<file path="config.mk">
export PLATFORM = sky130hd
export DESIGN_NAME = cpu_run_ctrl
export DESIGN_NICKNAME = d
export VERILOG_FILES = /design/src/rtl/cpu_run_ctrl.sv
export SDC_FILE = /design/constraint.sdc
export NUM_CORES = 1
export LEC_CHECK = 0
export ABC_CLOCK_PERIOD_IN_PS = 2700
export BUFFER_PORTS_ARGS = -buffer_cell sky130_fd_sc_hd__buf_2
export CORE_MARGIN = 2
export CORE_UTILIZATION = 40
export CTS_CLUSTER_DIAMETER = 200
export DETAILED_ROUTE_END_ITERATION = 8
export PLACE_DENSITY = 0.72
export SETUP_SLACK_MARGIN = 0.15
export SKIP_CTS_REPAIR_TIMING = 1
export SYNTH_ARGS = -nofsm -noshare
export SYNTH_HDL_FRONTEND = slang
export SYNTH_SLANG_ARGS = --single-unit
</file>
<file path="constraint.sdc">
create_clock -name clk -period 2.7 [get_ports clk]
set_input_delay 0.405 -clock clk [delete_from_list [all_inputs] [get_ports clk]]
set_output_delay 0.405 -clock clk [all_outputs]
set_load 0.01 [all_outputs]
</file>
<file path="src/rtl/cpu_run_ctrl.sv">
// ---------------------------------------------------------------------------
// cpu_run_ctrl
//
// Sequences one CPU "session": stream a program into instruction memory,
// enable the CPU for a fixed number of clocks, then read a block of data
// memory back out over a valid/ready stream.  Phases with a zero length are
// skipped; a session with every length zero goes straight to DONE.
//
// Ports
//   clk, arst_n            clock, asynchronous active-low reset
//   start, abort           session request / synchronous return to IDLE
//   imem_len[9:0]          program words to load (clamped to IMEM_DEPTH)
//   run_cycles[15:0]       clocks of cpu_enable
//   dump_len[10:0]         data words to read back (clamped to DMEM_DEPTH)
//   s_valid/s_data/s_ready instruction load stream (sink)
//   m_valid/m_data/m_ready data dump stream (source)
//   addr_ext, wen_ext, ren_ext, wdata_ext
//                          instruction-memory external port (write only)
//   addr_ext_2, wen_ext_2, ren_ext_2, wdata_ext_2, rdata_ext_2
//                          data-memory external port (read only, 1-cycle
//                          read latency)
//   cpu_enable, busy, done CPU enable, not-IDLE flag, completion pulse
// ---------------------------------------------------------------------------
module cpu_run_ctrl #(
  parameter int IMEM_DEPTH = 512,
  parameter int DMEM_DEPTH = 1024
) (
  input  logic        clk,
  input  logic        arst_n,
  input  logic        start,
  input  logic        abort,
  input  logic [9:0]  imem_len,
  input  logic [15:0] run_cycles,
  input  logic [10:0] dump_len,
  input  logic        s_valid,
  input  logic [31:0] s_data,
  output logic        s_ready,
  output logic        m_valid,
  output logic [31:0] m_data,
  input  logic        m_ready,
  output logic [31:0] addr_ext,
  output logic        wen_ext,
  output logic        ren_ext,
  output logic [31:0] wdata_ext,
  output logic [31:0] addr_ext_2,
  output logic        wen_ext_2,
  output logic        ren_ext_2,
  output logic [31:0] wdata_ext_2,
  input  logic [31:0] rdata_ext_2,
  output logic        cpu_enable,
  output logic        busy,
  output logic        done
);

  // Clamp limits expressed in the width of the matching length input; a
  // depth larger than the input can express simply never clamps.
  localparam logic [9:0]  IMEM_CAP = (IMEM_DEPTH > 1023) ? 10'd1023 : 10'(IMEM_DEPTH);
  localparam logic [10:0] DMEM_CAP = (DMEM_DEPTH > 2047) ? 11'd2047 : 11'(DMEM_DEPTH);

  typedef enum logic [2:0] {
    IDLE     = 3'd0,
    LOAD     = 3'd1,
    RUN      = 3'd2,
    DUMP_RD  = 3'd3,
    DUMP_OUT = 3'd4,
    DONE     = 3'd5
  } state_t;

  state_t      state_q, state_d;
  logic [9:0]  load_len_q, load_len_d;
  logic [15:0] run_len_q, run_len_d;
  logic [10:0] dump_len_q, dump_len_d;
  logic [9:0]  load_cnt_q, load_cnt_d;
  logic [15:0] run_cnt_q, run_cnt_d;
  logic [10:0] dump_cnt_q, dump_cnt_d;
  logic        m_valid_q, m_valid_d;
  logic [31:0] m_data_q, m_data_d;

  logic [9:0]  imem_len_clamped;
  logic [10:0] dump_len_clamped;
  logic        load_xfer;

  // First phase with work left, in session order.
  function automatic state_t first_phase(input logic [9:0]  l,
                                         input logic [15:0] r,
                                         input logic [10:0] d);
    state_t s;
    if (l != 10'd0)      s = LOAD;
    else if (r != 16'd0) s = RUN;
    else if (d != 11'd0) s = DUMP_RD;
    else                 s = DONE;
    return s;
  endfunction

  assign imem_len_clamped = (imem_len > IMEM_CAP) ? IMEM_CAP : imem_len;
  assign dump_len_clamped = (dump_len > DMEM_CAP) ? DMEM_CAP : dump_len;

  // s_ready is high for the whole of LOAD, so a transfer is just s_valid.
  assign load_xfer = (state_q == LOAD) && s_valid;

  always_ff @(posedge clk or negedge arst_n) begin
    if (!arst_n) begin
      state_q    <= IDLE;
      load_len_q <= '0;
      run_len_q  <= '0;
      dump_len_q <= '0;
      load_cnt_q <= '0;
      run_cnt_q  <= '0;
      dump_cnt_q <= '0;
      m_valid_q  <= 1'b0;
      m_data_q   <= '0;
    end else begin
      state_q    <= state_d;
      load_len_q <= load_len_d;
      run_len_q  <= run_len_d;
      dump_len_q <= dump_len_d;
      load_cnt_q <= load_cnt_d;
      run_cnt_q  <= run_cnt_d;
      dump_cnt_q <= dump_cnt_d;
      m_valid_q  <= m_valid_d;
      m_data_q   <= m_data_d;
    end
  end

  always_comb begin
    state_d    = state_q;
    load_len_d = load_len_q;
    run_len_d  = run_len_q;
    dump_len_d = dump_len_q;
    load_cnt_d = load_cnt_q;
    run_cnt_d  = run_cnt_q;
    dump_cnt_d = dump_cnt_q;
    m_valid_d  = m_valid_q;
    m_data_d   = m_data_q;

    if (abort) begin
      // Wins over start and over any handshake in the same cycle; a word
      // written to IMEM this cycle still lands but is not counted.
      state_d    = IDLE;
      load_cnt_d = '0;
      run_cnt_d  = '0;
      dump_cnt_d = '0;
      m_valid_d  = 1'b0;
    end else begin
      case (state_q)
        IDLE: begin
          if (start) begin
            load_len_d = imem_len_clamped;
            run_len_d  = run_cycles;
            dump_len_d = dump_len_clamped;
            load_cnt_d = '0;
            run_cnt_d  = '0;
            dump_cnt_d = '0;
            state_d    = first_phase(imem_len_clamped, run_cycles, dump_len_clamped);
          end
        end
        LOAD: begin
          if (load_xfer) begin
            if (load_cnt_q + 10'd1 == load_len_q) begin
              load_cnt_d = '0;
              state_d    = first_phase(10'd0, run_len_q, dump_len_q);
            end else begin
              load_cnt_d = load_cnt_q + 10'd1;
            end
          end
        end
        RUN: begin
          if (run_cnt_q == run_len_q - 16'd1) begin
            run_cnt_d = '0;
            state_d   = first_phase(10'd0, 16'd0, dump_len_q);
          end else begin
            run_cnt_d = run_cnt_q + 16'd1;
          end
        end
        DUMP_RD: begin
          state_d = DUMP_OUT;
        end
        DUMP_OUT: begin
          // Read data for the address issued in DUMP_RD is on rdata_ext_2
          // during the first DUMP_OUT cycle; capture it then and present it
          // until the consumer takes it.
          if (!m_valid_q) begin
            m_data_d  = rdata_ext_2;
            m_valid_d = 1'b1;
          end else if (m_ready) begin
            m_valid_d = 1'b0;
            if (dump_cnt_q + 11'd1 == dump_len_q) begin
              dump_cnt_d = '0;
              state_d    = DONE;
            end else begin
              dump_cnt_d = dump_cnt_q + 11'd1;
              state_d    = DUMP_RD;
            end
          end
        end
        DONE: begin
          state_d = IDLE;
        end
        default: begin
          state_d = IDLE;
        end
      endcase
    end
  end

  // Instruction-memory port: active only on load handshakes.
  assign s_ready   = (state_q == LOAD);
  assign wen_ext   = load_xfer;
  assign addr_ext  = load_xfer ? {20'd0, load_cnt_q, 2'b00} : 32'd0;
  assign wdata_ext = load_xfer ? s_data : 32'd0;
  assign ren_ext   = 1'b0;

  // Data-memory port: read only, one request per DUMP_RD cycle.
  assign ren_ext_2   = (state_q == DUMP_RD);
  assign addr_ext_2  = ren_ext_2 ? {19'd0, dump_cnt_q, 2'b00} : 32'd0;
  assign wen_ext_2   = 1'b0;
  assign wdata_ext_2 = 32'd0;

  assign m_valid    = m_valid_q;
  assign m_data     = m_data_q;
  assign cpu_enable = (state_q == RUN);
  assign busy       = (state_q != IDLE);
  assign done       = (state_q == DONE);

endmodule
</file>
**Yosys cells after proc, flatten, opt, wreduce, memory -nomap -nowiden**

Index checks and enable logic that the tools add are counted.

- Register bits: 110
- Input bits: 107
- Output and inout bits: 169
- Logic and storage cells: 87

- $add $sub $neg: 4
- $lt $le $gt $ge: 2
- Eq/ne operators: 14
- Multiplexer cells: 38
- Bitwise gates (word level): 2
- Reduce and logical (&&, ||, !) cells: 18

Operators with widths:

| kind | count |
|---|---|
| 2-to-1 mux 11 bit | 6 |
| 2-to-1 mux 10 bit | 5 |
| 2-to-1 mux 16 bit | 3 |
| 2-to-1 mux 3 bit | 13 |
| 2-to-1 mux 32 bit | 1 |
| one-hot mux 16 bit (2 select lines) | 1 |
| nonzero test 16 bit | 2 |
| one-hot mux 11 bit (2 select lines) | 1 |
| nonzero test 11 bit | 2 |
| one-hot mux 10 bit (2 select lines) | 1 |
| adder 16 x 1 -> 16 bit (second input constant) | 1 |
| == test 16 bit | 1 |
| subtractor 16 x 1 -> 16 bit (second input constant) | 1 |
| one-hot mux 3 bit (5 select lines) | 1 |
| 2-to-1 mux 13 bit | 1 |
| 2-to-1 mux 12 bit | 1 |
| nonzero test 3 bit | 4 |
| adder 11 x 1 -> 11 bit (second input constant) | 1 |
| == test 11 bit | 1 |
| > comparator 11 bit (second input constant) | 1 |
| adder 10 x 1 -> 10 bit (second input constant) | 1 |
| == test 10 bit | 1 |
| > comparator 10 bit (second input constant) | 1 |
| nonzero test 10 bit | 1 |
| 14 further kinds | 26 |

**Depth between registers and ports, before layout**

- Depth in word-level cells: 9
- Gate-level depth with buffers: 13
- Gate-level depth less buffers: 10

**Least setup slack after synthesis**

OpenSTA, ideal clock, no wires.

- Kind: flip-flop to flip-flop
- From: register run_len_q[0]
- To: register run_cnt_q[15]
- Setup time: 121 ps
- Data arrival time: 2522 ps
- Required time: 2579 ps
- Setup slack: 57 ps
- Cell stages (with the launch flop): 12
- Buffers on the path: 2
- Period minus slack after synthesis: 2643 ps
- Cells stage by stage: dfrtp_1 -> inv_1 -> ha_1 -> nor3b_4 -> nor3b_4 -> nand3_1 -> a221o_1 -> a2111oi_2 -> a21oi_1 -> buf_6 -> buf_6 -> a22o_1

- Word-level cells in the longest chain between the ends: 5

Ends and longest elaborated chain:

| what | line | text |
|---|---|---|
| start: declaration | 71 | `logic [15:0] run_len_q, run_len_d;` |
| start signal: assignment | 115 | `run_len_q <= run_len_d;` |
| subtractor 16 x 1 -> 16 bit | 168 | `if (run_cnt_q == run_len_q - 16'd1) begin` |
| == test 16 bit | 168 |  |
| 2-to-1 mux 16 bit | 168 |  |
| one-hot mux 16 bit (2 select lines) | 145 | `case (state_q)` |
| 2-to-1 mux 16 bit | 136 | `if (abort) begin` |
| end signal: assignment | 118 | `run_cnt_q <= run_cnt_d;` |
| end: declaration | 74 | `logic [15:0] run_cnt_q, run_cnt_d;` |

No other way between the ends.
A chain may end at the register's enable or synchronous reset.

**Worst setup path after layout**

- From: register run_len_q[0]
- To: register state_q[0]

- Word-level cells in the longest chain between the ends: 6
- Elaborated cells between the ends (all ways): 10
- Those cells by class: add/sub: 1; eq/ne: 2; mux: 5; reduce/logical: 2

Ends and longest elaborated chain:

| what | line | text |
|---|---|---|
| branches (longest 6 deep; another with subtractor 16 x 1 -> 16 bit) | -- |  |
| end signal: assignment | 113 | `state_q <= state_d;` |
| end: declaration | 69 | `state_t state_q, state_d;` |

Parallel ways; which one is timed is not known. The select of a mux whose other input is x is not followed.

==> results.yml <==
global_routing:
  grt-ovfl-total: 0
  grt_pass1_wl_mm: 29.88
  track_usage: 0.1887
  grt_max_degree: 52
  grt_pass1_vias: 6021
  antenna_found_initial: 0
critical_path:
  critPathCaptureType: "flop"
  worst_setup_path_start_kind: "flop"
  cp_common_cell: "nor3b_4"
  cp.required_ns: 3.00
  worstRegToRegCells: 11
  arrival_ns: 3.09
  crit-reg2reg-launch: "run_len_q[0]$_DFFE_PN0P_"
  rrSetupSlack_ns: -0.09
  crit_type: "flop to flop"
  slowest_delay_ns: 0.46
  worstReg2RegEnd: "state_q[0]$_DFFE_PN0P_"
  worstPathCellList: "inv_1 > ha_2 > nor3b_4 > nor3b_4 > buf_4 > o21ba_2 > a221o_1 > a2111oi_4 > a21oi_4 > or3_4 > a21oi_2"
  slowest_stage: "a2111oi_4"
  cp_max_fo: 7
final_layout:
  fin_nets: 1134
  area_growth_pct: 26.43
  final_layout_size_suffix_gt1_frac: 0.3765
  nFillCells: 1660
  num_antenna_cells: 0
logic_synthesis:
  synthCells: 791
  synth_edf_count: 0
  yosys_warnings: 0
  synth_cell_type_count: 66
  syn_area_um2: 7186
  ys_seq_area_frac: 0.3831
  synthArstFlopShare: 1.000
  syn_area_per_cell_um2: 9.084
  synth-main-ff-cell: "dfrtp_1"
  synth-seq-cells: 110
timing:
  hold_viol: 0
  setup_slack_ns: -0.09095
  setup_viol: 12
  skew_ns: 0.005769
  period_needed_ns: 2.791
  max_freq_mhz: 358.3
  rsz0062_at_grt: "true"
  drv_slew: 0
  max_slew.worst_pin.slew_ns: 1.150
  post-route-period-util: 1.034
  setup_tns_ns: -0.5197
  relSlewSlack: 0.2304
routing:
  drtPass1Iterations: 5
  ant_nets: 0
  viasPerCell: 5.124
  m1WireLength_mm: 8.244
  routed-wl-met2_mm: 9.094
  routed-wl-met3_mm: 1.077
  vias: 6441
  drt_iter0_markers: 367
  wire_per_inst_um: 14.86
  topRoutingLayerUsed: "met4"
  wl_mm: 18.68
  drc: 0
clocking:
  clock_latency_ns: 0.36
  cts_buffers: 9
  clock_path_buffers: 2
  h-tree-depth: 3
  cts_tree: "done"
  clock_sinks: 110
  path_clk_slew_ns: 0.08
  cts-root-buf: "clkbuf_16"
power_and_ir_drop:
  p_int_uw: 4353
  p_leak_uw: 0.004446
  comb_power_share: 0.425
  p_per_area_nw_per_um2: 766.1
  netSwitchingFraction: 0.3745
  ir_drop_mv: 0.5516
  p_switching_uw: 2607
  p_clk_frac: 0.202
  p_seq_frac: 0.373
floorplan:
  die_x_um: 138.0
  fp.dieArea_um2: 19050
  core_area_um2: 17780
  initial_core_util: 0.4042
  num_rows: 49
  io_pins: 276
  die_h_um: 138.0
worst_hold_path:
  min_path_type: "input port to async pin"
placement:
  place_ws_ns: -0.1890
  hpwlAfterDp_mm: 14.02
  finalWeightedCongestion: 0.8698
  io_buffers: 198
status:
  violations: "setup timing"
  status: "complete, but fails checks"
flow_run:
  maxCapViolations: 0
==> metrics by stage <==
| stage | instances | hold slack [ns] | total power (uW) | instance area (um2) | util |
|---|---|---|---|---|---|
| 6_report | 1257 | 0.06473 | 6960 | 9085 | 0.5110 |
| 5_1_grt | 1257 | 0.1279 | 7422 | 9085 | 0.5110 |
| 4_1_cts | 1243 | 0.09854 | 6813 | 8752 | 0.4923 |
| 3_5_place_dp | 1227 | 0.4864 | 5390 | 8438 | 0.4746 |
| 3_3_place_gp | 1227 | 0.4846 | 5305 | 8438 | 0.4746 |
| 2_1_floorplan | 867 | 0.1094 | 4376 | 7475 | - |
==> kinds of logic (layout without fill, tap and decap cells) <==
group	Yosys count	count (layout)	synth area share
compound gates	138	138	0.1308
xor+xnor	38	38	0.04632
fa+ha+maj	4	4	0.006965
buf+inv	135	296	0.1160
flops	110	110	0.3831
mux	57	57	0.08846
other cells	1	77	0.0005219
simple gates	308	308	0.2279
==> worst max path at each step <==
stage,start,endpoint,slack (ns),depth (start not counted)
floorplan,run_len_q[0]$_DFFE_PN0P_,run_cnt_q[15]$_DFFE_PN0P_,0.06,11
global placement,run_len_q[3]$_DFFE_PN0P_,state_q[0]$_DFFE_PN0P_,-0.13,9
detailed placement,run_len_q[0]$_DFFE_PN0P_,run_cnt_q[0]$_DFFE_PN0P_,-0.19,9
CTS,run_len_q[0]$_DFFE_PN0P_,state_q[0]$_DFFE_PN0P_,-0.22,9
global route,run_len_q[0]$_DFFE_PN0P_,state_q[0]$_DFFE_PN0P_,-0.22,10
finish,run_len_q[0]$_DFFE_PN0P_,state_q[0]$_DFFE_PN0P_,-0.09,11
==> routing by layer <==
layer / GRT usage / vias to the layer above
met5: 0 / -
met4: 0.04565 / 0
met3: 0.04295 / 25
met2: 0.3231 / 236
met1: 0.2434 / 3085
li1: - / 3095
==> area by class of cell <==
cell class                      instances  area [um2]  area share
Inverter                               11       41.29    0.004545
Multi-Input combinational cell        622        4090      0.4502
Clock inverter                          4       47.55    0.005233
Sequential cell                       110        2760      0.3038
Clock buffer                           12       266.5     0.02933
Timing Repair Buffer                  269        1593      0.1753
Tap cell                              229       286.5     0.03154
==> power by group through the flow <==
stage	logic (uW)	registers, uW	clock network [uW]
6_report	2960	2600	1400
4_1_cts	2790	2590	1440
3_5_place_dp	2780	2610	0
5_1_grt	3250	2670	1500
3_3_place_gp	2720	2580	0
2_1_floorplan	1740	2640	0
==> sequential cells by signal, summed over array words and instances (netlist names), 3 cells and up <==
| register | count |
|---|---|
| dump_len_q | 11 |
| run_cnt_q | 16 |
| load_cnt_q | 10 |
| run_len_q | 16 |
| m_data | 32 |
| dump_cnt_q | 11 |
| load_len_q | 10 |
| state_q | 3 |
==> cells in the mapped netlist (3+ instances only) <==
library cell  number  area (um2)
dfrtp_1          110        2753
buf_4             81       608.1
nand2_1           56       210.2
mux2_2            52       585.6
nor2_1            51       191.4
and2_1            43       269.0
o21ai_0           40       200.2
nand3_1           35       175.2
clkbuf_1          32       120.1
a21oi_1           26       130.1
nor3_1            25       125.1
xnor2_1           25       219.0
nand2b_1          20       125.1
and3_1            18       112.6
nor4_1            18       112.6
a22o_1            17       148.9
xor2_1            13       113.9
inv_1             11       41.29
nand4_1            8       50.05
or3_1              7       43.79
a21o_1             6       45.04
a31oi_1            6       37.54
buf_2              6       30.03
nor2b_1            6       37.54
mux2i_1            5       50.05
o31ai_1            5       37.54
ha_1               4       50.05
o22ai_1            4       25.02
or4_1              4       30.03
a211oi_1           3       22.52
a221o_1            3       30.03
buf_1              3       11.26
nand3b_1           3       22.52
or2_2              3       18.77
==> cell usage in the layout (no fill, tap or decap), types with 8 or more instances in the layout <==
| cell type | synthesis | routed |
|---|---|---|
| nor4_1 | 18 | 17 |
| nand4_1 | 8 | 8 |
| nand2b_1 | 20 | 20 |
| and2_1 | 43 | 43 |
| xor2_1 | 13 | 12 |
| o21ai_0 | 40 | 32 |
| clkbuf_16 | 0 | 10 |
| and3_1 | 18 | 18 |
| nor3_1 | 25 | 23 |
| buf_4 | 81 | 65 |
| nor2_1 | 51 | 45 |
| buf_2 | 6 | 197 |
| inv_1 | 11 | 11 |
| xnor2_1 | 25 | 24 |
| a22o_1 | 17 | 17 |
| nand3_1 | 35 | 34 |
| dfrtp_1 | 110 | 104 |
| mux2_2 | 52 | 52 |
| nand2_1 | 56 | 56 |
| conb_1 | 1 | 77 |
| a21oi_1 | 26 | 23 |
==> worst max-delay path, delay by kind of cell, from the launching register on <==
family                     cells  cell delay, ns
buffers and inverters          2            0.19
DFF                            1            0.41
and+or+nand+nor                3            0.69
adders and majority gates      1            0.17
AOI/OAI and AO/OA              5            1.26
No activity file was read; power rests on OpenSTA's default activity.
